<file path="src/rtl/name_component_serializer_if.sv">
// Name-load and component-stream signals for name_component_serializer.
// master = serializer side, slave = name source / lookup pipeline side.
interface name_component_serializer_if #(
  parameter int WORD_SIZE       = 32,
  parameter int MAX_NAME_LENGTH = 8,
  parameter int LEN_W           = 4
);
  logic                                 load_valid_in;
  logic                                 load_ready_out;
  logic [MAX_NAME_LENGTH*WORD_SIZE-1:0] load_name_in;
  logic [LEN_W-1:0]                     load_len_in;
  logic [WORD_SIZE-1:0]                 name_component_out;
  logic                                 comp_valid_out;
  logic                                 comp_ready_in;
  logic                                 comp_last_out;
  logic [15:0]                          names_sent_out;
  logic                                 len_err_out;

  modport master (
    input  load_valid_in, load_name_in, load_len_in, comp_ready_in,
    output load_ready_out, name_component_out, comp_valid_out, comp_last_out,
           names_sent_out, len_err_out
  );

  modport slave (
    output load_valid_in, load_name_in, load_len_in, comp_ready_in,
    input  load_ready_out, name_component_out, comp_valid_out, comp_last_out,
           names_sent_out, len_err_out
  );
endinterface

</file>
<file path="src/rtl/name_component_serializer.sv">
// Streams one parallel NDN name into the FIB pipeline, highest component index first.
// Optional macro NAME_SER_PAD_EN: pad every name to MAX_NAME_LENGTH components (zeros above len).
module name_component_serializer #(
  parameter int WORD_SIZE       = 32,
  parameter int MAX_NAME_LENGTH = 8,
  parameter int LEN_W           = 4,
  parameter int GAP_CYCLES      = 1
) (
  input  logic                          clk_in,
  input  logic                          rst_in,
  name_component_serializer_if.master   bus
);

  localparam int                GAP_W       = $clog2(GAP_CYCLES + 2);
  localparam logic [LEN_W-1:0]  LP_MAX_LEN  = LEN_W'(MAX_NAME_LENGTH);
  localparam logic [GAP_W-1:0]  LP_GAP_LAST = GAP_W'(GAP_CYCLES > 0 ? GAP_CYCLES - 1 : 0);

  typedef enum logic [1:0] {
    S_IDLE,
    S_SEND,
    S_GAP
  } state_t;

  state_t                               r_state;
  state_t                               w_state_nxt;
  logic [MAX_NAME_LENGTH*WORD_SIZE-1:0] r_name;
  logic [LEN_W-1:0]                     r_idx;
  logic [GAP_W-1:0]                     r_gap_cnt;
  logic [15:0]                          r_names_sent;
  logic                                 r_len_err;
`ifdef NAME_SER_PAD_EN
  logic [LEN_W-1:0]                     r_len;
`endif

  logic                 w_len_ok;
  logic                 w_accept;
  logic                 w_xfer;
  logic                 w_last;
  logic                 w_ready;
  logic                 w_valid;
  logic [LEN_W-1:0]     w_idx_start;
  logic [WORD_SIZE-1:0] w_word;

  assign w_len_ok = (bus.load_len_in != '0) && (bus.load_len_in <= LP_MAX_LEN);

`ifdef NAME_SER_PAD_EN
  assign w_idx_start = LEN_W'(MAX_NAME_LENGTH - 1);
`else
  assign w_idx_start = bus.load_len_in - LEN_W'(1);
`endif

  always_comb begin
    w_word = '0;
    for (int unsigned i = 0; i < MAX_NAME_LENGTH; i++) begin
      if (r_idx == LEN_W'(i)) w_word = r_name[i*WORD_SIZE +: WORD_SIZE];
    end
`ifdef NAME_SER_PAD_EN
    // Padding slots above the real length go out as zero words.
    if (r_idx >= r_len) w_word = '0;
`endif
  end

  always_comb begin
    w_state_nxt = r_state;
    w_ready     = 1'b0;
    w_valid     = 1'b0;
    w_accept    = 1'b0;
    w_xfer      = 1'b0;
    w_last      = (r_state == S_SEND) && (r_idx == '0);
    case (r_state)
      S_IDLE: begin
        // Ready is masked during reset so no handshake completes in that cycle.
        w_ready  = ~rst_in;
        w_accept = bus.load_valid_in & w_ready;
        if (w_accept && w_len_ok) w_state_nxt = S_SEND;
      end
      S_SEND: begin
        w_valid = 1'b1;
        w_xfer  = bus.comp_ready_in;
        if (w_xfer && w_last) w_state_nxt = (GAP_CYCLES == 0) ? S_IDLE : S_GAP;
      end
      S_GAP: begin
        if (r_gap_cnt == LP_GAP_LAST) w_state_nxt = S_IDLE;
      end
      default: w_state_nxt = S_IDLE;
    endcase
  end

  always_ff @(posedge clk_in) begin
    if (rst_in) begin
      r_state      <= S_IDLE;
      r_name       <= '0;
      r_idx        <= '0;
      r_gap_cnt    <= '0;
      r_names_sent <= '0;
      r_len_err    <= 1'b0;
`ifdef NAME_SER_PAD_EN
      r_len        <= '0;
`endif
    end else begin
      r_state <= w_state_nxt;
      if (w_accept) begin
        if (w_len_ok) begin
          r_name <= bus.load_name_in;
          r_idx  <= w_idx_start;
`ifdef NAME_SER_PAD_EN
          r_len  <= bus.load_len_in;
`endif
        end else begin
          r_len_err <= 1'b1;
        end
      end
      if (w_xfer) begin
        if (w_last) begin
          r_names_sent <= r_names_sent + 16'd1;
          r_gap_cnt    <= '0;
        end else begin
          r_idx <= r_idx - LEN_W'(1);
        end
      end
      if (r_state == S_GAP) r_gap_cnt <= r_gap_cnt + GAP_W'(1);
    end
  end

  assign bus.load_ready_out     = w_ready;
  assign bus.comp_valid_out     = w_valid;
  assign bus.comp_last_out      = w_last;
  assign bus.name_component_out = w_valid ? w_word : '0;
  assign bus.names_sent_out     = r_names_sent;
  assign bus.len_err_out        = r_len_err;

endmodule

</file>
<file path="src/flat_wrapper.sv">
// flat-port wrapper written by rule: the top's interface ports become plain ports
module name_component_serializer_flat 
#(
  parameter int WORD_SIZE       = 32,
  parameter int MAX_NAME_LENGTH = 8,
  parameter int LEN_W           = 4,
  parameter int GAP_CYCLES      = 1
)
  (clk_in, rst_in, bus_load_valid_in, bus_load_name_in, bus_load_len_in, bus_comp_ready_in, bus_load_ready_out, bus_name_component_out, bus_comp_valid_out, bus_comp_last_out, bus_names_sent_out, bus_len_err_out);
  name_component_serializer_if #(.WORD_SIZE(WORD_SIZE), .MAX_NAME_LENGTH(MAX_NAME_LENGTH), .LEN_W(LEN_W)) bus_i ();
  input  logic clk_in;
  input  logic rst_in;
  input wire logic [$bits(bus_i.load_valid_in)-1:0] bus_load_valid_in;
  input wire logic [$bits(bus_i.load_name_in)-1:0] bus_load_name_in;
  input wire logic [$bits(bus_i.load_len_in)-1:0] bus_load_len_in;
  input wire logic [$bits(bus_i.comp_ready_in)-1:0] bus_comp_ready_in;
  output wire logic [$bits(bus_i.load_ready_out)-1:0] bus_load_ready_out;
  output wire logic [$bits(bus_i.name_component_out)-1:0] bus_name_component_out;
  output wire logic [$bits(bus_i.comp_valid_out)-1:0] bus_comp_valid_out;
  output wire logic [$bits(bus_i.comp_last_out)-1:0] bus_comp_last_out;
  output wire logic [$bits(bus_i.names_sent_out)-1:0] bus_names_sent_out;
  output wire logic [$bits(bus_i.len_err_out)-1:0] bus_len_err_out;
  assign bus_i.load_valid_in = bus_load_valid_in;
  assign bus_i.load_name_in = bus_load_name_in;
  assign bus_i.load_len_in = bus_load_len_in;
  assign bus_i.comp_ready_in = bus_comp_ready_in;
  assign bus_load_ready_out = bus_i.load_ready_out;
  assign bus_name_component_out = bus_i.name_component_out;
  assign bus_comp_valid_out = bus_i.comp_valid_out;
  assign bus_comp_last_out = bus_i.comp_last_out;
  assign bus_names_sent_out = bus_i.names_sent_out;
  assign bus_len_err_out = bus_i.len_err_out;
  name_component_serializer #(.WORD_SIZE(WORD_SIZE), .MAX_NAME_LENGTH(MAX_NAME_LENGTH), .LEN_W(LEN_W), .GAP_CYCLES(GAP_CYCLES)) u_core (.clk_in(clk_in), .rst_in(rst_in), .bus(bus_i));
endmodule
</file>
<file path="config.mk">
export PLATFORM = sky130hd
export DESIGN_NAME = name_component_serializer_flat
export DESIGN_NICKNAME = d
export VERILOG_FILES = /design/src/rtl/name_component_serializer_if.sv /design/src/rtl/name_component_serializer.sv /design/src/flat_wrapper.sv
export SDC_FILE = /design/constraint.sdc
export NUM_CORES = 1
export LEC_CHECK = 0
export BUFFER_PORTS_ARGS = -buffer_cell sky130_fd_sc_hd__buf_2
export CAP_MARGIN = 20
export CORE_MARGIN = 5
export CORE_UTILIZATION = 50
export DETAILED_ROUTE_END_ITERATION = 8
export GPL_TIMING_DRIVEN = 0
export HOLD_SLACK_MARGIN = 0.1
export PLACE_DENSITY_LB_ADDON = 0.1
export SKIP_CTS_REPAIR_TIMING = 1
export SYNTH_ARGS = -nofsm -noshare
export SYNTH_HDL_FRONTEND = slang
export SYNTH_SLANG_ARGS = --single-unit
</file>
<file path="constraint.sdc">
create_clock -name clk_in -period 2.85 [get_ports clk_in]
set_clock_uncertainty 0.15 [all_clocks]
set_input_delay 0.4275 -clock clk_in [delete_from_list [all_inputs] [get_ports clk_in]]
set_output_delay 0.4275 -clock clk_in [all_outputs]
set_load 0.01 [all_outputs]
</file>
# Yosys cells after proc, flatten, opt, wreduce, memory -nomap -nowiden
# Cells that the tools add are included.
classes:
  order_cmp: 1
  n_mux: 24
  bitwise_logic: 3
  n_reduce_logical: 15
  addsub: 4
  eq_ne: 12
op_table:
  columns: ["operator", "n"]
  rows:
  - ["32-bit 2-to-1 mux", 9]
  - ["16-bit by 1-bit adder with 16-bit output (second input constant)", 1]
  - ["4-bit by 3-bit == test with 1-bit output (second input constant)", 4]
  - ["4-bit 2-to-1 mux", 4]
  - ["2-bit 2-to-1 mux", 6]
  - ["4-bit by 2-bit == test with 1-bit output (second input constant)", 2]
  - ["2-bit AND reduction", 4]
  - ["4-bit by 1-bit subtractor with 4-bit output (second input constant)", 2]
  - ["2-bit one-hot mux with 3 select lines", 1]
  - ["4-bit by 1-bit == test with 1-bit output (second input constant)", 1]
  - ["4-bit <= comparator (second input constant)", 1]
  - ["1-bit logical AND", 4]
  - ["2-bit zero test", 2]
  - ["4-bit zero test", 1]
  - ["1-bit 2-to-1 mux", 4]
  - ["2-bit by 1-bit != test with 1-bit output (second input constant)", 2]
  - ["2-bit nonzero test", 2]
  - ["4-bit nonzero test", 1]
  - ["3-bit AND reduction", 1]
  - ["2-bit by 1-bit adder with 2-bit output (second input constant)", 1]
  - ["2-bit by 1-bit == test with 1-bit output (second input constant)", 1]
  - ["2-bit == test (second input constant)", 1]
  - ["2-bit != test (second input constant)", 1]
  - ["1-bit NOT", 2]
  - ["1-bit bitwise AND", 1]
totals:
  register_bits: 281
  out_inout_bits: 52
  input_bits: 264

# Logic depth before layout (Yosys ltp)
# Gate-level depths: netlist (run 1).
depth:
  depth_word: 10
  ltp_mapped: 9

# Worst setup path after synthesis (run 1)
# Ideal clock, no wire load.
synth_timing:
  path_kind: "reg-to-reg"
  from: "register u_core.r_idx[0]"
  to: "register u_core.r_names_sent[13] (netlist: u_core.bus.names_sent_out[13])"
  slack_ns: 0.380
  path_stages_with_launch: 10
  n_path_buf: 3
  arrival_ns: 2.249
  setup_ns: 0.070
  path_cell_list: "dfxtp_1 inv_1 ha_1 buf_4 or3b_1 buf_2 or4_4 buf_6 or3_1 a21oi_1"
synth_via:
  elab_chain_len: 3
synth_lines:
  columns: ["item", "line", "source"]
  rows:
  - ["start, declared", "name_component_serializer.sv:27", "logic [LEN_W-1:0] r_idx;"]
  - ["start signal, assigned", "name_component_serializer.sv:105", "r_idx <= w_idx_start;"]
  - ["start signal, assigned", "name_component_serializer.sv:118", "r_idx <= r_idx - LEN_W'(1);"]
  - ["4-bit zero test", "name_component_serializer.sv:69", "w_last = (r_state == S_SEND) && (r_idx == '0);"]
  - ["1-bit logical AND", "name_component_serializer.sv:69", null]
  - ["2-bit AND reduction (no line)", null, null]
  - ["end signal, assigned", "name_component_serializer.sv:115", "r_names_sent <= r_names_sent + 16'd1;"]
  - ["end, declared", "name_component_serializer.sv:29", "logic [15:0] r_names_sent;"]
# No other way between the ends.
# A chain may end at the register's enable or synchronous reset.

# Worst setup path in the final report (run 1)
layout_timing:
  from: "register u_core.r_idx[1]"
  to: "output bus_name_component_out[8]"
layout_via:
  elab_chain_len: 10
  word_cells_on_any_way: 17
  cone_classes: "eq/ne (7); mux (9); reduce/logical (1)"
layout_lines:
  columns: ["item", "line", "source"]
  rows:
  - ["4-bit zero test", "name_component_serializer.sv:55", "if (r_idx == LEN_W'(i)) w_word = r_name[i*WORD_SIZE +: WORD_SIZE];"]
  - ["32-bit 2-to-1 mux (7 in series)", "name_component_serializer.sv:55", null]
  - ["32-bit 2-to-1 mux (*)", "name_component_serializer.sv:55", null]
  - ["32-bit 2-to-1 mux (*)", "name_component_serializer.sv:128", "assign bus.name_component_out = w_valid ? w_word : '0;"]
  - ["end, declared", "flat_wrapper.sv:18", "output wire logic [$bits(bus_i.name_component_out)-1:0] bus_name_component_out;"]
# Every way passes the cells marked *; elsewhere a longest branch is shown, timed or not.

==> results.ini, run 1 <==
[pwr]
p_leak_nw=7.14
total_power_mw=10.5
peakVddDrop_uv=403
cellPowerDensity_nw_per_um2=531

[sta]
final-hold-violation-count=0
layout_setup_ws_ps=-257
rsz0062_at_grt=true
fin_crit_ps=3110
post-route-period-util_pct=109
worstMarginPinSlew_ps=776
setup_viol=34
tns_ps=-6390
holdWs_ps=120
timing.fmax_mhz=322
maxSlewViolCount=0
slew_headroom_pct=48.2

[worst_setup_path]
crit_end=bus_name_component_out[8]
start_kind=flip-flop
crit_path_start=u_core.r_idx[1]
r2r_slack_ps=100
slowest_delay_ps=420
required_ps=2270
cp.arrival_ps=2530
cp_top_family=compound AO/OA/AOI/OAI gates
r2r_start=u_core.r_state[1]
critPathSlowestCell=dfxtp_4
path_depth=8
path_class=flip-flop to primary output
cp-end-kind=primary output
r2r_end=u_core.r_name[164]
path_buf_inv=3
path_cells=inv_4, ha_4, or2_4, buf_4, a221o_1, a22oi_1, a21oi_2, buf_2
rr_worst_depth=8
critPathMaxFanout=10

[synth]
ys_ff_latch=281
synth_edf_count=0
async_flop_share_pct=0
synthTopCellsByArea=dfxtp_1 42%, a21oi_1 12%, nand3_1 11%, o21ai_1 9.2%, a221o_1 4.8%
ys_seq_area_share_pct=42.3
syn_inst=1716
synth.distinct_cells=44
synth.cell_area_um2=13300
syn_nets=1988
yosysTopAreaCell=dfxtp_1
synth_warnings=0
syn_area_per_cell_um2=7.75
synth_top_flop_cell=dfxtp_1
yosys.area.top_type_share_pct=42.3

[clocking]
cts_tree=built
cts_sinks=281
numCtsBuffers=31
htreeDepth=1
insertion_delay_ps=570
clockRootBuffer=clkbuf_16
cts_buffer_depth=3
clk_pin_slew_ps=60

[status]
violations=setup timing
status=finished with violations

[detailed_routing]
wire_per_inst_um=23.6
drt_first_pass_iters=8
drc_errors=0
vias_per_cell=6.44
first_iter_violations=2544
antenna_left=0
dr_total_vias=17314
drt_wl_total_mm=63.4

[cells_and_area]
drive_above_1_share_pct=23.3
fin_nets=2596
fillers=1958
syn_to_final_growth_pct=48.7
finalInstanceArea_um2=19800

[floorplan]
io_pins=316
die_h_um=173
dieArea_um2=30000
fp.dieW_um=173
rows=59
initial_utilization_pct=50.9
core_area_um2=26100

[placed_design]
placed_cell_area_um2=15300
gp_congestion=0.993
dp_hpwl_mm=42.2
port_buffers=315

[global_routing]
grt_max_degree=16
grt_antenna_before_repair=6
overflow=0
grt_pass1_wl_mm=81.8
grt_pass1_vias=14351
grt_usage_pct=34.1

[run]
drv_cap=0

[min_path]
hp-class=input pin to flip-flop

[power by group]
part,leakage (nW),internal [mW],switching [mW]
Clock,0.516,2.38,1.73
Combinational,4.34,0.881,1.32
Sequential,2.28,4.07,0.118
[per-layer routing]
layer / vias to the layer above / track usage, % / part of all wire [%]
li1: 7578 / - / -
met1: 8087 / 48.0 / 38
met2: 1369 / 51.5 / 44
met3: 278 / 6.66 / 12
met4: 2 / 13.8 / 6.0
met5: - / 0 / 0.017
[how the worst min path moves through the flow]
stage | endpoint | startpoint | depth (start not counted) | slack, ps
6_report | u_core.r_idx[0] | bus_load_len_in[0] | 4 | 120
4_1_cts | u_core.r_name[119] | bus_load_name_in[119] | 3 | -60
3_3_place_gp | u_core.bus.len_err_out | u_core.bus.len_err_out | 2 | 290
2_1_floorplan | u_core.r_gap_cnt[0] | u_core.r_gap_cnt[0] | 2 | 290
3_5_place_dp | u_core.bus.len_err_out | u_core.bus.len_err_out | 2 | 310
5_1_grt | u_core.r_idx[3] | bus_load_len_in[3] | 4 | 140
[layout by cell type, fill, tap and decap left out, types with 5 or more instances in the layout]
master,count
o221ai_2,12
buf_1,35
a21oi_1,299
o21ai_0,22
a22oi_2,27
clkbuf_16,34
nor3_1,6
nand2_1,8
a21oi_2,31
nor2b_1,35
dlygate4sd3_1,258
o21ai_1,245
clkbuf_1,112
o221ai_1,20
clkbuf_4,7
nand4_1,5
diode_2,6
buf_8,6
nor2_1,42
clkbuf_8,8
a221o_1,64
clkinv_2,9
or3_1,9
inv_1,6
nand3_2,20
buf_4,9
nand2b_1,35
nand3_1,280
xnor2_1,5
dfxtp_1,278
buf_2,320
clkbuf_2,28
a22oi_1,5
[worst register-to-register path: cells and delay by family (launching register included)]
kind / cells / cell delay [ps]
buffers and inverters: 4 / 1430
flip-flops: 1 / 380
AND/OR/NAND/NOR: 3 / 550
AO/OA/AOI/OAI: 1 / 160
[cells by family after synthesis]
kind of cell	share of synthesized area, %
simple gates	18.1
buf+inv	6.22
mux	0.160
fa+ha+maj	0.753
compound gates	31.9
flops	42.3
xor+xnor	0.593
[area by class of cell]
class,count,area (um^2),share of cell area (%)
Inverter,10,45.0,0.228
Clock inverter,15,138,0.696
Buffer,203,992,5.02
Sequential cell,281,5630,28.5
Antenna cell,6,15.0,0.0759
Timing Repair Buffer,579,4260,21.6
Multi-Input combinational cell,1218,7370,37.3
Clock buffer,42,897,4.54
Tap cell,335,419,2.12
[cell usage after synthesis, types with 2 or more instances]
library cell	instances
nor2b_1	37
dfxtp_1	281
a31oi_1	3
o221ai_1	32
xnor2_1	5
xor2_1	4
nand3b_1	3
a21oi_1	331
buf_1	36
inv_2	2
or3_1	9
nor4_1	2
a221o_1	64
o21ai_0	22
o21ai_1	245
o21a_1	2
nand2b_1	35
and3b_1	2
nand2_1	9
nand3_1	300
a22oi_1	32
nand4_1	5
nor2_1	44
inv_1	8
o2111ai_1	2
ha_1	8
or3b_1	2
and4_1	2
nor3_1	6
clkbuf_1	168
or2_1	2
[metrics by stage]
| step | cells | worst slack [ps] | utilization [%] |
|---|---|---|---|
| after floorplan | 1716 | 380 | - |
| after global placement | 2366 | -887 | 58.5 |
| after detailed placement | 2366 | -911 | 58.5 |
| after CTS | 2423 | -1520 | 62.5 |
| after global routing | 2688 | -297 | 75.7 |
| final | 2689 | -257 | 75.7 |
[registers in the layout, indices dropped and copies added, names as in the netlist]
name / flops
u_core.r_name: 256
u_core.bus.names_sent_out: 16
u_core.r_idx: 4
u_core.r_gap_cnt: 2
u_core.r_state: 2
u_core.bus.len_err_out: 1
Power figures use the tool's default switching activity.
==> run 2: changes to the inputs <==
--- a/config.mk
+++ b/config.mk
@@ -8,11 +8,12 @@
 export BUFFER_PORTS_ARGS = -buffer_cell sky130_fd_sc_hd__buf_2
 export CAP_MARGIN = 20
 export CORE_MARGIN = 5
-export CORE_UTILIZATION = 50
+export CORE_UTILIZATION = 54
 export DETAILED_ROUTE_END_ITERATION = 8
 export GPL_TIMING_DRIVEN = 0
 export HOLD_SLACK_MARGIN = 0.1
 export PLACE_DENSITY_LB_ADDON = 0.1
+export REMOVE_ABC_BUFFERS = 1
 export SKIP_CTS_REPAIR_TIMING = 1
 export SYNTH_ARGS = -nofsm -noshare
 export SYNTH_HDL_FRONTEND = slang
==> results.ini, run 2 (synthesis gave the netlist of run 1 again) <==
[worst_setup_path]
required_ps=2270
cp-end-kind=primary output
critPathMaxFanout=14
r2r_end=u_core.bus.names_sent_out[11]
r2r_start=u_core.r_idx[1]
rr_worst_depth=7
path_class=flip-flop to primary output
start_kind=flip-flop
cp.arrival_ps=2640
r2r_slack_ps=100

[global_routing]
grt_max_degree=155
grt_pass1_wl_mm=68.9
grt_antenna_before_repair=3
overflow=0
grt_usage_pct=29.2
grt_pass1_vias=13085

[sta]
fin_crit_ps=3220
slew_headroom_pct=41.8
setup_viol=33
final-hold-violation-count=0
holdWs_ps=126
timing.fmax_mhz=311
tns_ps=-8330
post-route-period-util_pct=113
worstMarginPinSlew_ps=872
rsz0062_at_grt=true
maxSlewViolCount=0
layout_setup_ws_ps=-368

[min_path]
hp-class=input pin to flip-flop
hold_start=rst_in
hold_path_end=u_core.r_name[197]
worstHoldPathCells=2

[cells_and_area]
drive_above_1_share_pct=21.8
final_cell_mix=321 x a21oi_1, 313 x buf_2, 299 x nand3_1
syn_to_final_growth_pct=47.4
regMostFlops=u_core.r_name
layout_commonest_cell=a21oi_1
fillers=1563
final_util_pct=80.8
finalInstanceArea_um2=19600
fin_nets=2453
largest_reg_flops=256

[clocking]
cts_buffer_depth=3
numCtsBuffers=29
clockRootBuffer=clkbuf_16
insertion_delay_ps=560
cts_tree=built
htreeDepth=1
clk_pin_slew_ps=70
cts_sinks=281

[placed_design]
gp_congestion=0.782
dp_slack_ps=-1400
placed_cell_area_um2=15200
dp_hpwl_mm=26.4
port_buffers=315

[detailed_routing]
vias_per_cell=6.61
antenna_left=0
drt_wl_total_mm=59.9
wire_per_inst_um=23.7
first_iter_violations=2767
drc_errors=0
dr_total_vias=16697
drt_first_pass_iters=6

[pwr]
cellPowerDensity_nw_per_um2=526
peakVddDrop_uv=454
p_leak_nw=7.21

[floorplan]
rows=57
fp.dieW_um=167
initial_utilization_pct=54.8
io_pins=316
die_h_um=167
dieArea_um2=27900
core_area_um2=24200

[status]
violations=setup timing
status=finished with violations

[run]
drv_cap=0

run 2: metal layers:
layer	wire [um]	global-route usage, %	vias up
met1	21500	40.6	7739
met5	0	0	-
met2	27600	45.4	1362
met3	7160	5.33	319
met4	3570	11.4	0
li1	-	-	7277
run 2: worst max-delay path by stage:
stage	to	from	slack, ps	depth (start not counted)
after detailed placement	bus_load_ready_out	rst_in	-1400	8
after global placement	u_core.r_idx[2]	rst_in	-17810	7
after CTS	bus_load_ready_out	rst_in	-1400	8
final	bus_name_component_out[17]	u_core.r_idx[1]	-370	9
after floorplan	u_core.r_idx[0]	bus_load_len_in[0]	-8970	6
after global routing	bus_name_component_out[17]	u_core.r_idx[1]	-420	9
run 2: report_power, final:
| part | total, mW | switching (mW) | internal (mW) |
|---|---|---|---|
| Sequential | 4.17 | 0.0993 | 4.07 |
| Combinational | 2.19 | 1.26 | 0.930 |
| Clock | 3.94 | 1.63 | 2.32 |
| Total | 10.3 | 2.99 | 7.32 |
run 2: cell type report:
cell class	count	area, um^2	share of cell area [%]
repair buffers	635	5350	27.3
well taps	324	405	2.07
clock inverters	6	83.8	0.428
diodes	2	5.00	0.0255
multi-input cells	1223	7150	36.5
clock buffers	44	892	4.55
repair inverters	1	11.3	0.0574
inverters	10	67.6	0.345
flip-flops and latches	281	5630	28.7
run 2: critical path, stage by stage, from the launching register on:
cell and delay, ps:
dfxtp_4 410, clkinvlp_4 160, ha_4 210, buf_16 140
nor2b_4 230, buf_12 220, a221o_1 160, nand3_1 130
a21oi_2 240, buf_2 160
run 2: through the flow:
step                std cells  power [mW]
floorplan                1509        5.05
CTS                      2224        9.64
global route             2526        10.5
global placement         2148        5.69
detailed placement       2174        5.80
finish                   2526        10.3
